`src/rtl/pcm_mem_reader.sv`:
```
// Reads back the 2048-word PCM on-chip memory under NIOS control, streams the words
// out with sop/eop and checks each one against the alternating fill pattern.
module pcm_mem_reader #(
   parameter int unsigned       ADDR_W   = 11,
   parameter int unsigned       DATA_W   = 16,
   parameter logic [DATA_W-1:0] PAT_EVEN = 16'h0705,
   parameter logic [DATA_W-1:0] PAT_ODD  = 16'h0806
) (
   input  logic              clk,
   input  logic              reset,
   input  logic [3:0]        pccm_ctl_con_export,
   output logic [3:0]        pccm_rsp_con_export,
   output logic [ADDR_W-1:0] pcm_mem_mm_address,
   output logic              pcm_mem_mm_chipselect,
   output logic              pcm_mem_mm_clken,
   output logic              pcm_mem_mm_write,
   input  logic [DATA_W-1:0] pcm_mem_mm_readdata,
   output logic [DATA_W-1:0] pcm_mem_mm_writedata,
   output logic [1:0]        pcm_mem_mm_byteenable,
   output logic [DATA_W-1:0] pcm_st_data,
   output logic              pcm_st_valid,
   input  logic              pcm_st_ready,
   output logic              pcm_st_sop,
   output logic              pcm_st_eop,
   output logic [11:0]       mismatch_count,
   output logic [ADDR_W-1:0] first_err_addr
);

   localparam logic [1:0] S_IDLE = 2'd0;
   localparam logic [1:0] S_RUN  = 2'd1;
   localparam logic [1:0] S_DONE = 2'd2;

   localparam logic [3:0] CMD_START = 4'h2;
   localparam logic [3:0] CMD_ACK   = 4'h4;
   localparam logic [3:0] CMD_ABORT = 4'h8;

   localparam logic [11:0] MAX_ERRS = 12'(2 ** ADDR_W);

   typedef struct packed {
      logic              sop;
      logic              eop;
      logic [DATA_W-1:0] data;
   } entry_t;

   logic [1:0]        state_q, state_d;
   logic [ADDR_W:0]   issue_addr_q, issue_addr_d;   // extra MSB marks "all words issued"
   logic [ADDR_W-1:0] ret_addr_q, ret_addr_d;
   logic              inflight_q, inflight_d;
   logic [1:0]        count_q, count_d;
   logic              wr_ptr_q, wr_ptr_d;
   logic              rd_ptr_q, rd_ptr_d;
   logic [11:0]       err_cnt_q, err_cnt_d;
   logic [ADDR_W-1:0] first_err_q, first_err_d;
   entry_t            fifo_q [2];

   logic   in_run, abort, start, ack;
   logic   not_empty, pop, push, issue, word_bad;
   entry_t head, push_entry;

   always_comb begin
      in_run    = (state_q == S_RUN);
      abort     = in_run && (pccm_ctl_con_export == CMD_ABORT);
      start     = (state_q == S_IDLE) && (pccm_ctl_con_export == CMD_START);
      ack       = (state_q == S_DONE) && (pccm_ctl_con_export == CMD_ACK);
      not_empty = (count_q != 2'd0);
      head      = fifo_q[rd_ptr_q];
      pop       = in_run && !abort && not_empty && pcm_st_ready;
      push      = in_run && !abort && inflight_q;
      // Keep buffered + in-flight words within the two FIFO slots after this cycle.
      issue     = in_run && !abort && !issue_addr_q[ADDR_W] &&
                  (({1'b0, count_q} + {2'b00, inflight_q}) <= (3'd1 + {2'b00, pop}));

      push_entry.sop  = (ret_addr_q == '0);
      push_entry.eop  = (ret_addr_q == '1);
      push_entry.data = pcm_mem_mm_readdata;
      word_bad        = pcm_mem_mm_readdata != (ret_addr_q[0] ? PAT_ODD : PAT_EVEN);
   end

   // NOTE: every variable gets its hold value first, so no branch can leave one
   // unassigned and infer a latch.
   always_comb begin
      state_d      = state_q;
      issue_addr_d = issue_addr_q;
      ret_addr_d   = ret_addr_q;
      inflight_d   = inflight_q;
      count_d      = count_q;
      wr_ptr_d     = wr_ptr_q;
      rd_ptr_d     = rd_ptr_q;
      err_cnt_d    = err_cnt_q;
      first_err_d  = first_err_q;

      case (state_q)
         S_IDLE: begin
            if (start) begin
               state_d      = S_RUN;
               issue_addr_d = '0;
               ret_addr_d   = '0;
               inflight_d   = 1'b0;
               count_d      = 2'd0;
               wr_ptr_d     = 1'b0;
               rd_ptr_d     = 1'b0;
               err_cnt_d    = '0;
               first_err_d  = '0;
            end
         end
         S_RUN: begin
            if (abort) begin
               // Counters keep their values so the NIOS can inspect a partial run.
               state_d    = S_IDLE;
               inflight_d = 1'b0;
               count_d    = 2'd0;
               wr_ptr_d   = 1'b0;
               rd_ptr_d   = 1'b0;
            end else begin
               inflight_d = issue;
               if (issue) begin
                  issue_addr_d = issue_addr_q + 1'b1;
               end
               if (push) begin
                  wr_ptr_d   = !wr_ptr_q;
                  ret_addr_d = ret_addr_q + 1'b1;
                  if (word_bad) begin
                     if (err_cnt_q != MAX_ERRS) begin
                        err_cnt_d = err_cnt_q + 1'b1;
                     end
                     if (err_cnt_q == '0) begin
                        first_err_d = ret_addr_q;
                     end
                  end
               end
               if (pop) begin
                  rd_ptr_d = !rd_ptr_q;
                  if (head.eop) begin
                     state_d = S_DONE;
                  end
               end
               count_d = count_q + 2'(push) - 2'(pop);
            end
         end
         S_DONE: begin
            if (ack) begin
               state_d = S_IDLE;
            end
         end
         default: state_d = S_IDLE;
      endcase
   end

   // NOTE: state registers use non-blocking assignments so every flop samples the
   // pre-edge values, independent of block ordering.
   always_ff @(posedge clk or negedge reset) begin
      if (!reset) begin
         state_q      <= S_IDLE;
         issue_addr_q <= '0;
         ret_addr_q   <= '0;
         inflight_q   <= 1'b0;
         count_q      <= 2'd0;
         wr_ptr_q     <= 1'b0;
         rd_ptr_q     <= 1'b0;
         err_cnt_q    <= '0;
         first_err_q  <= '0;
      end else begin
         state_q      <= state_d;
         issue_addr_q <= issue_addr_d;
         ret_addr_q   <= ret_addr_d;
         inflight_q   <= inflight_d;
         count_q      <= count_d;
         wr_ptr_q     <= wr_ptr_d;
         rd_ptr_q     <= rd_ptr_d;
         err_cnt_q    <= err_cnt_d;
         first_err_q  <= first_err_d;
      end
   end

   // NOTE: FIFO storage is not reset; its contents are only visible through the
   // outputs while count_q says the slot is occupied.
   always_ff @(posedge clk) begin
      if (push) begin
         fifo_q[wr_ptr_q] <= push_entry;
      end
   end

   always_comb begin
      case (state_q)
         S_RUN:   pccm_rsp_con_export = 4'h2;
         S_DONE:  pccm_rsp_con_export = (err_cnt_q == '0) ? 4'h4 : 4'h8;
         default: pccm_rsp_con_export = 4'h0;
      endcase
   end

   assign pcm_mem_mm_address    = issue_addr_q[ADDR_W-1:0];
   assign pcm_mem_mm_chipselect = issue;
   assign pcm_mem_mm_clken      = 1'b1;
   assign pcm_mem_mm_write      = 1'b0;
   assign pcm_mem_mm_writedata  = '0;
   assign pcm_mem_mm_byteenable = 2'b11;

   assign pcm_st_valid = not_empty;
   assign pcm_st_data  = not_empty ? head.data : '0;
   assign pcm_st_sop   = not_empty && head.sop;
   assign pcm_st_eop   = not_empty && head.eop;

   assign mismatch_count = err_cnt_q;
   assign first_err_addr = first_err_q;

endmodule

```
`config.mk`:
```
export PLATFORM = sky130hd
export DESIGN_NAME = pcm_mem_reader
export DESIGN_NICKNAME = d
export VERILOG_FILES = /design/src/rtl/pcm_mem_reader.sv
export SDC_FILE = /design/constraint.sdc
export NUM_CORES = 1
export LEC_CHECK = 0
export ABC_AREA = 0
export CORE_UTILIZATION = 30
export DETAILED_ROUTE_END_ITERATION = 12
export GPL_TIMING_DRIVEN = 0
export PLACE_DENSITY = 0.57
export SLEW_MARGIN = 0
export SYNTH_ARGS = -nofsm -noshare
export SYNTH_HDL_FRONTEND = slang
export SYNTH_SLANG_ARGS = --single-unit
```
`constraint.sdc`:
```
create_clock -name clk -period 4.7 [get_ports clk]
set_input_delay 0.94 -clock clk [delete_from_list [all_inputs] [get_ports clk]]
set_output_delay 0.94 -clock clk [all_outputs]
set_load 0.01 [all_outputs]
```
==> out/summary.log <==
qor: run_status.status finished, final reports clean
qor: layout.drive_gt1_frac 0.127
qor: hold_path.min-delay-path-class reg2reg
qor: clock_network.clock_insertion_delay_worst_skew 350 ps
qor: synthesis.count_of_state_elements_after_synthesis 89
qor: synthesis.netlist.top_cell.by_area sky130_fd_sc_hd__dfrtp_1
qor: power.seq_power_share 0.335
qor: power.power_frac_clock 0.224
qor: sta.worst_clock_skew 9.29 ps
qor: sta.slew_violations 0
qor: synthesis.synth_top_flop_cell sky130_fd_sc_hd__dfrtp_1
qor: floorplan.dieWidth 126 µm
qor: routing.detailedRoute.firstPassIterationCount 6
qor: floorplan.core-area 15100 µm²
qor: floorplan.die_area 16000 µm²
qor: global_routing.gr-total-overflow 0
qor: sta.tightestPinTransition 899 ps
qor: placement.place.detailed.hpwl 8120 µm
qor: routing.remaining_drc_errors 0
qor: worst_setup_path.cp_data_required_time 3760 ps
qor: floorplan.placementRows 45
qor: worst_setup_path.path_class in2out
qor: power.switching_share 0.383
qor: routing.wl 11100 µm
qor: sta.maxSlewHeadroom 0.401
qor: layout.finalCoreUtilization 0.403
qor: sta.achievable-frequency 0.229 GHz
qor: hold_path.holdPathStages 2
qor: synthesis.synthesis.area_per_instance 10.3 µm²
qor: synthesis.synth_async_sr_flop_share 0.596
qor: clock_network.cts_tree yes
qor: placement.placement.io_buffers 79
qor: worst_setup_path.crit_buf_inv 3
qor: sta.hold_slack 490 ps
qor: synthesis.number_of_synthesized_flops_with_an_enable_pin 36
qor: sta.rsz0062_at_grt no
qor: clock_network.post_cts_clock_slew_at_the_launch_and_capture_registers_of_the_worst_setup_and_hold_paths 60 ps
qor: clock_network.cts-htree-levels 3
qor: routing.detail_route.iter0.violations 213
qor: worst_setup_path.critical-path-slowest-cell sky130_fd_sc_hd__or4b_4
qor: routing.routedWlPerCell 14.6 µm
qor: sta.setup_viol_count_final 0
qor: layout.commonest_non_fill_non_tap_cells_in_the_layout sky130_fd_sc_hd__clkdlybuf4s50_1 (73), sky130_fd_sc_hd__dfrtp_1 (53), sky130_fd_sc_hd__nor2_1 (49)
qor: global_routing.grt_first_pass_wirelength 17700 µm
qor: synthesis.synth.yosys.warnings 0
qor: layout.final_common_cell sky130_fd_sc_hd__clkdlybuf4s50_1
qor: sta.post_route_minimum_period 4360 ps
qor: global_routing.grt_usage 0.144
qor: floorplan.die_y 126 µm
qor: global_routing.vias_in_the_first_global_route 3501
qor: clock_network.clockRootBuffer sky130_fd_sc_hd__clkbuf_16
qor: placement.routability_congestion 0.851
qor: synthesis.synth_top_cells_by_area sky130_fd_sc_hd__dfrtp_1 (29%), sky130_fd_sc_hd__edfxtp_1 (23%), sky130_fd_sc_hd__buf_4 (5.2%), sky130_fd_sc_hd__mux2i_1 (4.3%), sky130_fd_sc_hd__nor2_1 (4.1%)
qor: worst_setup_path.largest_fanout_on_the_critical_path 4
qor: worst_setup_path.critPathLaunchType input pin
qor: worst_setup_path.crit_chain dlygate4sd2_1 -> or4b_4 -> nand2_4 -> nor2_1 -> fa_1 -> nor2_2 -> o21ai_1 -> a2111oi_4 -> buf_6 -> dlymetal6s2s_1
qor: worst_setup_path.critical-path-top-delay-family simple AND/OR/NAND/NOR gates
qor: worst_setup_path.critPathCaptureType primary output
qor: power.netSwitchingPower 0.00121 W
qor: routing.viasPerCell 4.77
qor: power.combPwrFrac 0.441
qor: global_routing.pin_count_of_the_biggest_net_entering_global_routing 35
qor: routing.antenna_violating_nets_post_route 0
qor: layout.finalNetCount 600
qor: sta.timing.final.hold_violations 0
qor: floorplan.initial_utilization 0.307
qor: routing.detailroute.via_count 3628
qor: layout.layout-area-overhead-vs-synth 31.5%
qor: layout.finish.instance_area 6110 µm²
qor: worst_setup_path.ff2ff_path_depth 13
qor: floorplan.ioPinCount 101
qor: synthesis.synth.top_cell.area_share 0.286
qor: global_routing.antenna_found_initial 3
qor: worst_setup_path.cpPeakStageDelay 590 ps
qor: power.power.static_leakage 2.53 nW
qor: sta.final_min_period_over_clock_period 0.928
qor: synthesis.synth_area 4640 µm²
qor: power.power-per-cell-area 518 nW/µm²
qor: run.cap_violations 0
qor: layout.n_fill_cell 1483
qor: placement.post_dp_cell_area 5770 µm²
qor: power.internal-power 0.00195 W
qor: worst_setup_path.critical_path_depth_in_cells 10
qor: clock_network.cts-buffers-inserted 9
qor: synthesis.synth_cell_type_count 56
qor: power.ir_drop 203 µV
qor: clock_network.cts_buffer_depth 2
qor: synthesis.synth_sequential_area_ratio 0.518
qor: worst_setup_path.worst_ep_arrival_time 3420 ps
qor: clock_network.clock_sink_count 89
qor: synthesis.number_of_cells_produced_by_synthesis 450
-- power by group through the flow --
| stage | registers, W | clock network, W | logic, W |
|---|---|---|---|
| 2_1_floorplan | 0.00105 | 0 | 0.000818 |
| 3_3_place_gp | 0.00107 | 0 | 0.00132 |
| 3_5_place_dp | 0.00107 | 0 | 0.00136 |
| 4_1_cts | 0.00106 | 0.000730 | 0.00141 |
| 5_1_grt | 0.00108 | 0.000760 | 0.00154 |
| 6_report | 0.00106 | 0.000710 | 0.00139 |
-- synth_stat cells (11+ instances only) --
cell / count
sky130_fd_sc_hd__inv_1: 16
sky130_fd_sc_hd__nor2_1: 51
sky130_fd_sc_hd__and3_1: 11
sky130_fd_sc_hd__mux2i_1: 20
sky130_fd_sc_hd__dfrtp_1: 53
sky130_fd_sc_hd__nand3_1: 19
sky130_fd_sc_hd__nand2_1: 46
sky130_fd_sc_hd__ha_1: 12
sky130_fd_sc_hd__a21oi_1: 17
sky130_fd_sc_hd__edfxtp_1: 36
sky130_fd_sc_hd__xor2_1: 13
sky130_fd_sc_hd__buf_4: 32
sky130_fd_sc_hd__o21ai_0: 24
-- stage by stage --
stage	cells	TNS [ps]	total power [W]	setup slack [ps]
floorplan	469	0	0.00187	615
global placement	736	-695	0.00239	-695
detailed placement	738	-747	0.00243	-747
CTS	757	0	0.00320	11.6
global route	759	0	0.00338	234
finish	760	0	0.00316	340
-- flip-flops by register name (all words and copies together), names as in the netlist --
signal	cells
count_q	2
fifo_q	36
first_err_addr	11
inflight_q	1
issue_addr_q	12
mismatch_count	12
rd_ptr_q	1
ret_addr_q	11
state_q	2
wr_ptr_q	1
-- metal layers --
metal | vias up | share of wire | GRT usage
met2 | 106 | 0.45 | 0.224
met3 | 13 | 0.053 | 0.0388
met4 | 0 | 0.017 | 0.0631
met5 | - | 0 | 0
met1 | 1740 | 0.48 | 0.189
li1 | 1769 | - | -
-- cell families after synthesis --
kind of cell	after synthesis	synth area share
AND/OR/NAND/NOR	183	0.203
flip-flops	89	0.518
AO/OA/AOI/OAI	63	0.0870
buffers and inverters	63	0.0779
multiplexers	21	0.0455
XOR/XNOR	16	0.0302
adder cells (fa/ha/maj)	13	0.0366
other	2	0.00162
-- repair_timing --
| item | CTS | global route |
|---|---|---|
| endpoints found under the setup margin | 1 | 1 |
| setup buffers | 3 | 0 |
| gates resized for setup | 9 | 2 |
| pin swaps | 1 | 2 |
| hold buffers | 0 | 0 |
-- area by class of cell --
cell class	count	area, µm²	area share
Clock inverter	5	55.1	0.00902
Inverter	18	67.6	0.0111
Tap cell	188	235	0.0385
Antenna cell	3	7.51	0.00123
Buffer	45	300	0.0492
Multi-Input combinational cell	317	1960	0.321
Timing Repair Buffer	84	841	0.138
Sequential cell	89	2410	0.394
Clock buffer	11	233	0.0381
-- worst paths after layout --
| path | start | endpoint | slack [ps] |
|---|---|---|---|
| setup reg to reg | count_q[0]$_DFFE_PN0P_ | issue_addr_q[6]$_DFFE_PN0P_ | 1320 |
| hold reg to reg | first_err_addr[7]$_DFFE_PN0P_ | first_err_addr[7]$_DFFE_PN0P_ | 490 |
| setup / recovery | pccm_ctl_con_export[0] | pcm_mem_mm_chipselect | 340 |
| max in group asynchronous | reset | wr_ptr_q$_DFFE_PN0P_ | 3580 |
| min in group asynchronous | reset | mismatch_count[6]$_DFFE_PN0P_ | 550 |
| hold / removal | first_err_addr[7]$_DFFE_PN0P_ | first_err_addr[7]$_DFFE_PN0P_ | 490 |
-- worst min-delay path: stages (launching register included) --
cell                      delay [ps]
sky130_fd_sc_hd__dfrtp_1         340
sky130_fd_sc_hd__nand2_1          50
sky130_fd_sc_hd__o21ai_0          60
Power figures use the tool's default switching activity.
